==> config.mk <==
export PLATFORM = sky130hd
export DESIGN_NAME = char_row_sequencer_flat
export DESIGN_NICKNAME = d
export VERILOG_FILES = /design/src/rtl/char_row_sequencer_if.sv /design/src/rtl/char_row_sequencer.sv /design/src/flat_wrapper.sv
export SDC_FILE = /design/constraint.sdc
export NUM_CORES = 1
export LEC_CHECK = 0
export BUFFER_PORTS_ARGS = -buffer_cell sky130_fd_sc_hd__buf_2
export CORE_MARGIN = 2
export CORE_UTILIZATION = 40
export CTS_BUF_LIST = sky130_fd_sc_hd__clkbuf_8
export DETAILED_ROUTE_END_ITERATION = 6
export GPL_TIMING_DRIVEN = 0
export PLACE_DENSITY = 0.7
export RECOVER_POWER = 50
export SYNTH_ARGS = -nofsm -noshare
export SYNTH_HDL_FRONTEND = slang
export SYNTH_SLANG_ARGS = --single-unit
export TNS_END_PERCENT = 30
==> constraint.sdc <==
create_clock -name clk -period 2.4 [get_ports clk]
set_input_delay 0.12 -clock clk [delete_from_list [all_inputs] [get_ports clk]]
set_output_delay 0.12 -clock clk [all_outputs]
set_load 0.02 [all_outputs]
==> src/rtl/char_row_sequencer_if.sv <==
// rtl/char_row_sequencer_if.sv - text-row sequencer bus bundle (RAM, generator, pixel FIFO); blink_phase exists only under BLINK_EN
interface char_row_sequencer_if #(parameter int ADDR_W = 11);
  logic              start;
  logic [ADDR_W-1:0] row_base;
  logic [3:0]        ychar;
  logic              busy;
  logic              done;
  logic              mem_rd;
  logic [ADDR_W-1:0] mem_addr;
  logic [15:0]       mem_data;
  logic              cg_load;
  logic [3:0]        cg_ychar;
  logic [7:0]        cg_index;
  logic              cg_xsize, cg_ysize, cg_xpart, cg_ypart;
  logic              cg_halftone, cg_underline, cg_invert;
  logic [7:0]        cg_row_pixels;
  logic              pix_valid;
  logic [7:0]        pix_data;
  logic              pix_ready;
`ifdef BLINK_EN
  logic              blink_phase;

  modport master (
    input  start, row_base, ychar, mem_data, cg_row_pixels, pix_ready, blink_phase,
    output busy, done, mem_rd, mem_addr, cg_load, cg_ychar, cg_index, cg_xsize, cg_ysize,
           cg_xpart, cg_ypart, cg_halftone, cg_underline, cg_invert, pix_valid, pix_data
  );
  modport slave (
    output start, row_base, ychar, mem_data, cg_row_pixels, pix_ready, blink_phase,
    input  busy, done, mem_rd, mem_addr, cg_load, cg_ychar, cg_index, cg_xsize, cg_ysize,
           cg_xpart, cg_ypart, cg_halftone, cg_underline, cg_invert, pix_valid, pix_data
  );
`else
  modport master (
    input  start, row_base, ychar, mem_data, cg_row_pixels, pix_ready,
    output busy, done, mem_rd, mem_addr, cg_load, cg_ychar, cg_index, cg_xsize, cg_ysize,
           cg_xpart, cg_ypart, cg_halftone, cg_underline, cg_invert, pix_valid, pix_data
  );
  modport slave (
    output start, row_base, ychar, mem_data, cg_row_pixels, pix_ready,
    input  busy, done, mem_rd, mem_addr, cg_load, cg_ychar, cg_index, cg_xsize, cg_ysize,
           cg_xpart, cg_ypart, cg_halftone, cg_underline, cg_invert, pix_valid, pix_data
  );
`endif
endinterface

==> src/rtl/char_row_sequencer.sv <==
// rtl/char_row_sequencer.sv - walks one text row per scanline, drives the character generator, queues slices; BLINK_EN adds blink
module char_row_sequencer #(
  parameter int COLUMNS    = 80,
  parameter int ADDR_W     = 11,
  parameter int CG_LATENCY = 5
) (
  input  logic clk,
  input  logic reset,
  char_row_sequencer_if.master bus
);
  localparam int COL_W = (COLUMNS > 1) ? $clog2(COLUMNS) : 1;
  localparam int CNT_W = $clog2(CG_LATENCY + 1);

  typedef enum logic [2:0] {IDLE, FETCH, READ, LOAD, WAIT, PUSH} state_t;

  state_t            state;
  logic [COL_W-1:0]  col;
  logic [ADDR_W-1:0] base;
  logic [3:0]        ychar_q;
  logic [13:0]       word;
  logic              xpart;
  logic              reuse;
  logic [CNT_W-1:0]  cnt;
  logic              busy_q, done_q, mem_rd_q, cg_load_q;
  logic [ADDR_W-1:0] mem_addr_q;

  logic [7:0] fifo_mem [2];
  logic       wr_ptr, rd_ptr;
  logic [1:0] count;
  logic       push, pop, next_reuse;
  logic [13:0] fetched;

  assign push       = (state == PUSH) && (count != 2'd2);
  assign pop        = bus.pix_ready && (count != 2'd0);
  assign next_reuse = word[8] & ~xpart;

  // Blinking cells collapse to a blank, non-underlined glyph; colours/other attributes survive.
  always_comb begin
    fetched = bus.mem_data[13:0];
`ifdef BLINK_EN
    if (bus.mem_data[14] && !bus.blink_phase) begin
      fetched[7:0] = 8'h20;
      fetched[12]  = 1'b0;
    end
`endif
  end

  always_ff @(posedge clk) begin
    if (reset) begin
      state      <= IDLE;
      col        <= '0;
      base       <= '0;
      ychar_q    <= '0;
      word       <= '0;
      xpart      <= 1'b0;
      reuse      <= 1'b0;
      cnt        <= '0;
      busy_q     <= 1'b0;
      done_q     <= 1'b0;
      mem_rd_q   <= 1'b0;
      cg_load_q  <= 1'b0;
      mem_addr_q <= '0;
    end else begin
      done_q    <= 1'b0;
      mem_rd_q  <= 1'b0;
      cg_load_q <= 1'b0;
      case (state)
        IDLE: if (bus.start) begin
          base       <= bus.row_base;
          ychar_q    <= bus.ychar;
          col        <= '0;
          busy_q     <= 1'b1;
          reuse      <= 1'b0;
          mem_rd_q   <= 1'b1;
          mem_addr_q <= bus.row_base;
          state      <= FETCH;
        end
        FETCH: if (reuse) begin
          xpart     <= 1'b1;
          cg_load_q <= 1'b1;
          state     <= LOAD;
        end else begin
          state <= READ;
        end
        READ: begin
          word      <= fetched;
          xpart     <= 1'b0;
          cg_load_q <= 1'b1;
          state     <= LOAD;
        end
        LOAD: begin
          cnt   <= CNT_W'(1);
          state <= (CG_LATENCY == 1) ? PUSH : WAIT;
        end
        // The cg_load cycle counts as the first latency clock.
        WAIT: if (cnt == CNT_W'(CG_LATENCY - 1)) state <= PUSH;
              else cnt <= cnt + CNT_W'(1);
        PUSH: if (push) begin
          if (col == COL_W'(COLUMNS - 1)) begin
            done_q <= 1'b1;
            busy_q <= 1'b0;
            state  <= IDLE;
          end else begin
            col        <= col + COL_W'(1);
            reuse      <= next_reuse;
            mem_rd_q   <= ~next_reuse;
            mem_addr_q <= base + ADDR_W'(col) + ADDR_W'(1);
            state      <= FETCH;
          end
        end
        default: state <= IDLE;
      endcase
    end
  end

  always_ff @(posedge clk) begin
    if (reset) begin
      fifo_mem[0] <= '0;
      fifo_mem[1] <= '0;
      wr_ptr      <= 1'b0;
      rd_ptr      <= 1'b0;
      count       <= '0;
    end else begin
      if (push) begin
        fifo_mem[wr_ptr] <= bus.cg_row_pixels;
        wr_ptr           <= ~wr_ptr;
      end
      if (pop) rd_ptr <= ~rd_ptr;
      count <= count + {1'b0, push} - {1'b0, pop};
    end
  end

  assign bus.busy         = busy_q;
  assign bus.done         = done_q;
  assign bus.mem_rd       = mem_rd_q;
  assign bus.mem_addr     = mem_addr_q;
  assign bus.cg_load      = cg_load_q;
  assign bus.cg_ychar     = ychar_q;
  assign bus.cg_index     = word[7:0];
  assign bus.cg_xsize     = word[8];
  assign bus.cg_ysize     = word[9];
  assign bus.cg_ypart     = word[10];
  assign bus.cg_halftone  = word[11];
  assign bus.cg_underline = word[12];
  assign bus.cg_invert    = word[13];
  assign bus.cg_xpart     = xpart;
  assign bus.pix_valid    = (count != 2'd0);
  assign bus.pix_data     = fifo_mem[rd_ptr];
endmodule

==> src/flat_wrapper.sv <==
// flat-port wrapper written by rule: the top's interface ports become plain ports
module char_row_sequencer_flat 
#(
  parameter int COLUMNS    = 80,
  parameter int ADDR_W     = 11,
  parameter int CG_LATENCY = 5
)
  (clk, reset, bus_start, bus_row_base, bus_ychar, bus_mem_data, bus_cg_row_pixels, bus_pix_ready, bus_busy, bus_done, bus_mem_rd, bus_mem_addr, bus_cg_load, bus_cg_ychar, bus_cg_index, bus_cg_xsize, bus_cg_ysize, bus_cg_xpart, bus_cg_ypart, bus_cg_halftone, bus_cg_underline, bus_cg_invert, bus_pix_valid, bus_pix_data);
  char_row_sequencer_if #(.ADDR_W(ADDR_W)) bus_i ();
  input  logic clk;
  input  logic reset;
  input wire logic [$bits(bus_i.start)-1:0] bus_start;
  input wire logic [$bits(bus_i.row_base)-1:0] bus_row_base;
  input wire logic [$bits(bus_i.ychar)-1:0] bus_ychar;
  input wire logic [$bits(bus_i.mem_data)-1:0] bus_mem_data;
  input wire logic [$bits(bus_i.cg_row_pixels)-1:0] bus_cg_row_pixels;
  input wire logic [$bits(bus_i.pix_ready)-1:0] bus_pix_ready;
  output wire logic [$bits(bus_i.busy)-1:0] bus_busy;
  output wire logic [$bits(bus_i.done)-1:0] bus_done;
  output wire logic [$bits(bus_i.mem_rd)-1:0] bus_mem_rd;
  output wire logic [$bits(bus_i.mem_addr)-1:0] bus_mem_addr;
  output wire logic [$bits(bus_i.cg_load)-1:0] bus_cg_load;
  output wire logic [$bits(bus_i.cg_ychar)-1:0] bus_cg_ychar;
  output wire logic [$bits(bus_i.cg_index)-1:0] bus_cg_index;
  output wire logic [$bits(bus_i.cg_xsize)-1:0] bus_cg_xsize;
  output wire logic [$bits(bus_i.cg_ysize)-1:0] bus_cg_ysize;
  output wire logic [$bits(bus_i.cg_xpart)-1:0] bus_cg_xpart;
  output wire logic [$bits(bus_i.cg_ypart)-1:0] bus_cg_ypart;
  output wire logic [$bits(bus_i.cg_halftone)-1:0] bus_cg_halftone;
  output wire logic [$bits(bus_i.cg_underline)-1:0] bus_cg_underline;
  output wire logic [$bits(bus_i.cg_invert)-1:0] bus_cg_invert;
  output wire logic [$bits(bus_i.pix_valid)-1:0] bus_pix_valid;
  output wire logic [$bits(bus_i.pix_data)-1:0] bus_pix_data;
  assign bus_i.start = bus_start;
  assign bus_i.row_base = bus_row_base;
  assign bus_i.ychar = bus_ychar;
  assign bus_i.mem_data = bus_mem_data;
  assign bus_i.cg_row_pixels = bus_cg_row_pixels;
  assign bus_i.pix_ready = bus_pix_ready;
  assign bus_busy = bus_i.busy;
  assign bus_done = bus_i.done;
  assign bus_mem_rd = bus_i.mem_rd;
  assign bus_mem_addr = bus_i.mem_addr;
  assign bus_cg_load = bus_i.cg_load;
  assign bus_cg_ychar = bus_i.cg_ychar;
  assign bus_cg_index = bus_i.cg_index;
  assign bus_cg_xsize = bus_i.cg_xsize;
  assign bus_cg_ysize = bus_i.cg_ysize;
  assign bus_cg_xpart = bus_i.cg_xpart;
  assign bus_cg_ypart = bus_i.cg_ypart;
  assign bus_cg_halftone = bus_i.cg_halftone;
  assign bus_cg_underline = bus_i.cg_underline;
  assign bus_cg_invert = bus_i.cg_invert;
  assign bus_pix_valid = bus_i.pix_valid;
  assign bus_pix_data = bus_i.pix_data;
  char_row_sequencer #(.COLUMNS(COLUMNS), .ADDR_W(ADDR_W), .CG_LATENCY(CG_LATENCY)) u_core (.clk(clk), .reset(reset), .bus(bus_i));
endmodule
==> metrics <==
Root Buffer=clkbuf_8; Mapped Cells=about 400; Yosys top cell area share=between 30% and 40%; gpl congestion=~0.86; fmax=0.445 GHz; htree depth=3; crit path cell chain=buf_4 -> and2_1 -> nand2_1 -> nor2_1 -> and3_1 -> clkbuf_1 -> or2_2; Global Route Usage Sum=between 10% and 20%; Hold/Removal Path Class=in -> reg; Worst-path clk slew=roughly 90 ps; Period Utilization, post-route=between 90% and 100%; Initial Utilization=40.6%; post-synthesis register bit count=80; met3 usage=approximately 4.1%; Async S/R FF share, synth=0%; initial antenna violation count=0; # fillers=891; core footprint=9110 µm²; share of cells above drive strength 1=about 16%; dpl cell area=4250 µm²; Final ANT Viol Nets=0; slowest CP cell=dfxtp_1; mapped cell area=roughly 3700 µm²; Die Span X=about 100 µm; via count=approximately 3300; synth warn=0; net count after synthesis=463; Ports=86; leading post-synthesis cells by cell area=dfxtp_1 (35%), edfxtp_1 (13%), nand2_1 (8.2%), a21oi_1 (6.5%), ha_1 (4.1%); type of origin of the critical path=flop; Post-Syn Area per Cell=slightly above 9 µm²; setup tns final=0 ps; Netlist cell types=57; Vias/cell=between 5 and 6; GRT Max-Usage Layer=met2; WL final=around 9500 µm; power per cell area=between 800 and 900 nW/µm²; CTS tree=done; Most used DFF post-synth=dfxtp_1; final setup violation count=0; placed wire-length estimate=6590 µm; Slew headroom=27.6%; # diodes=0; outcome=complete, no violations; largest net degree at the start of global routing=17; CTS Buffer Depth=2; Skew-Pair Late Insertion Delay=~360 ps; max-cap violations=0; Crit Path Max Fanout=9; final slew viol count=0; DRT iter0 DRCs=approximately 190; post-layout min period=roughly 2200 ps; largest area contributor in the netlist=dfxtp_1; crit-path max cell delay=320 ps; Pre-Repair DR Iteration Count=5; vias in the first global route=3252; VDD IR max=a little over 400 µV; met1 Track Usage GR=around a quarter; Rows=35; Port Buffers=just over 80; unrepaired setup endpoints after global routing=false; Hold Fails Final Rpt=0; DIE HEIGHT=about 100 µm; leakage=1.79 nW; Slew @ Worst Pin=1080 ps; cts bufs inserted=9; GRT overflow=0; die area=~10000 µm²; Post-CTS Setup Inserts=0; multi-input logic area=around 1800 µm²; Layout area overhead=23.8%; first-pass GRT wire length=about 15000 µm; kind of critical path=reg -> reg; crit path capture type=flop; DR WL/cell=around 15 µm; CP Data Required Time=2450 ps; final net count=between 500 and 600; EDFF count, synth=16; Design Area, Final=roughly 4600 µm²; clk_skew=8.46 ps; DRC=0; Min Hold Slack=between 8 and 9 ps; CP arrival=between 2000 and 2500 ps; register area=between 1500 and 2000 µm²; sequential area share after synthesis=between 40% and 50%; met2 track demand over resource=between 30 and 40%; clock sinks=80
## per-stage QoR
stage	utilization [%]	power (W)	worst slack, ps	std cells
after floorplan	-	0.00258	374	407
after global placement	46.6	0.00293	-160	600
after detailed placement	46.6	0.00296	-164	600
after CTS	51.1	0.00403	204	635
after global routing	50.3	0.00420	16.9	635
final	50.3	0.00396	152	635
## per-layer routing
metal | vias to the layer above | wire (µm)
met4 | 0 | 172
met1 | 1545 | 4260
met5 | - | 0
met3 | 17 | 566
met2 | 107 | 4450
li1 | 1625 | -
## registers in the layout, summed over array words and instances (netlist names), 2 cells and up, named ones only
signal and cells:
u_core.fifo_mem 16, u_core.word 14, u_core.base 11, u_core.bus.mem_addr 11
u_core.col 7, u_core.bus.cg_ychar 4, u_core.cnt 3, u_core.state 3
u_core.count 2
## where the power goes
part	leakage, nW	internal (W)	total [W]	switching [W]
registers	0.687	0.00156	0.00167	0.000116
clock network	0.104	0.000504	0.00105	0.000543
logic	1.00	0.000439	0.00124	0.000803
## final cells by class
cell class / instances / share of cell area (%)
Multi-Input combinational cell: 295 / 38.9
Sequential cell: 80 / 38.4
Timing Repair Buffer: 101 / 11.9
Tap cell: 111 / 3.03
Clock buffer: 9 / 2.70
Buffer: 20 / 2.10
Clock inverter: 7 / 1.88
Inverter: 12 / 0.983
## critical path, delay by kind of cell (launching register included)
family        cells  cell delay, ps
buf+inv           2             450
flops             1             320
simple gates      5            1160
## cells by family after synthesis
logic type	Yosys count	share of synthesized area [%]
adders and majority gates	13	4.60
AOI/OAI and AO/OA	94	16.5
and+or+nand+nor	161	20.5
xor gates and xnor gates	18	4.26
DFF	80	47.6
muxes	9	2.71
buffers and inverters	32	3.85
## Yosys cell counts (2+ instances only)
cell type  number
a2111oi_0       2
mux2_2          8
o21a_1          2
and2_1         18
nor3_1          7
xnor2_1         6
o21ai_0         9
o21ai_1         7
a21oi_1        48
buf_2           3
nand4_1         4
nand2b_1        2
a31oi_1         2
edfxtp_1       16
nor2_1         26
nand2_1        81
dfxtp_1        64
o211ai_2        2
ha_1           12
o2111ai_1       2
o31ai_1         3
clkbuf_1       12
or2_2           2
a21oi_2         2
buf_4           3
xor2_1         12
and3_1          7
inv_1          11
nor2b_1         6
## final timing paths
check | from | to | slack (ps) | depth (start not counted)
worst min register to register | u_core.bus.cg_ychar[3]$_SDFFE_PP0P_ | u_core.bus.cg_ychar[3]$_SDFFE_PP0P_ | 460 | 2
worst min-delay path | bus_row_base[6] | u_core.base[6]$_SDFFE_PP0P_ | 8 | 3
worst max register to register | u_core.state[2]$_SDFFE_PP0P_ | u_core.fifo_mem[1][0]$_SDFFCE_PN0P_ | 150 | 7
worst max-delay path | u_core.state[2]$_SDFFE_PP0P_ | u_core.fifo_mem[1][0]$_SDFFCE_PN0P_ | 150 | 7
## layout by cell type, fill, tap and decap left out, types with 3 or more instances in the layout
master,count
dlygate4sd3_1,19
a21oi_1,48
o21ai_1,7
nor2_1,26
xor2_1,12
and3_1,7
xnor2_1,6
clkbuf_8,9
clkbuf_1,56
nand4_1,4
buf_4,3
inv_1,12
nor2b_1,6
buf_2,41
nor3_1,7
o21ai_0,9
ha_1,12
dfxtp_1,64
mux2_2,8
edfxtp_1,16
nand2_1,81
and2_1,17
## what timing repair did
action,4_1_cts,5_1_grt
gates resized for setup,1,0
endpoints found under the hold margin,19,0
hold buffers,19,0
endpoints found under the setup margin,8,0
(Power assumes the default switching activity.)
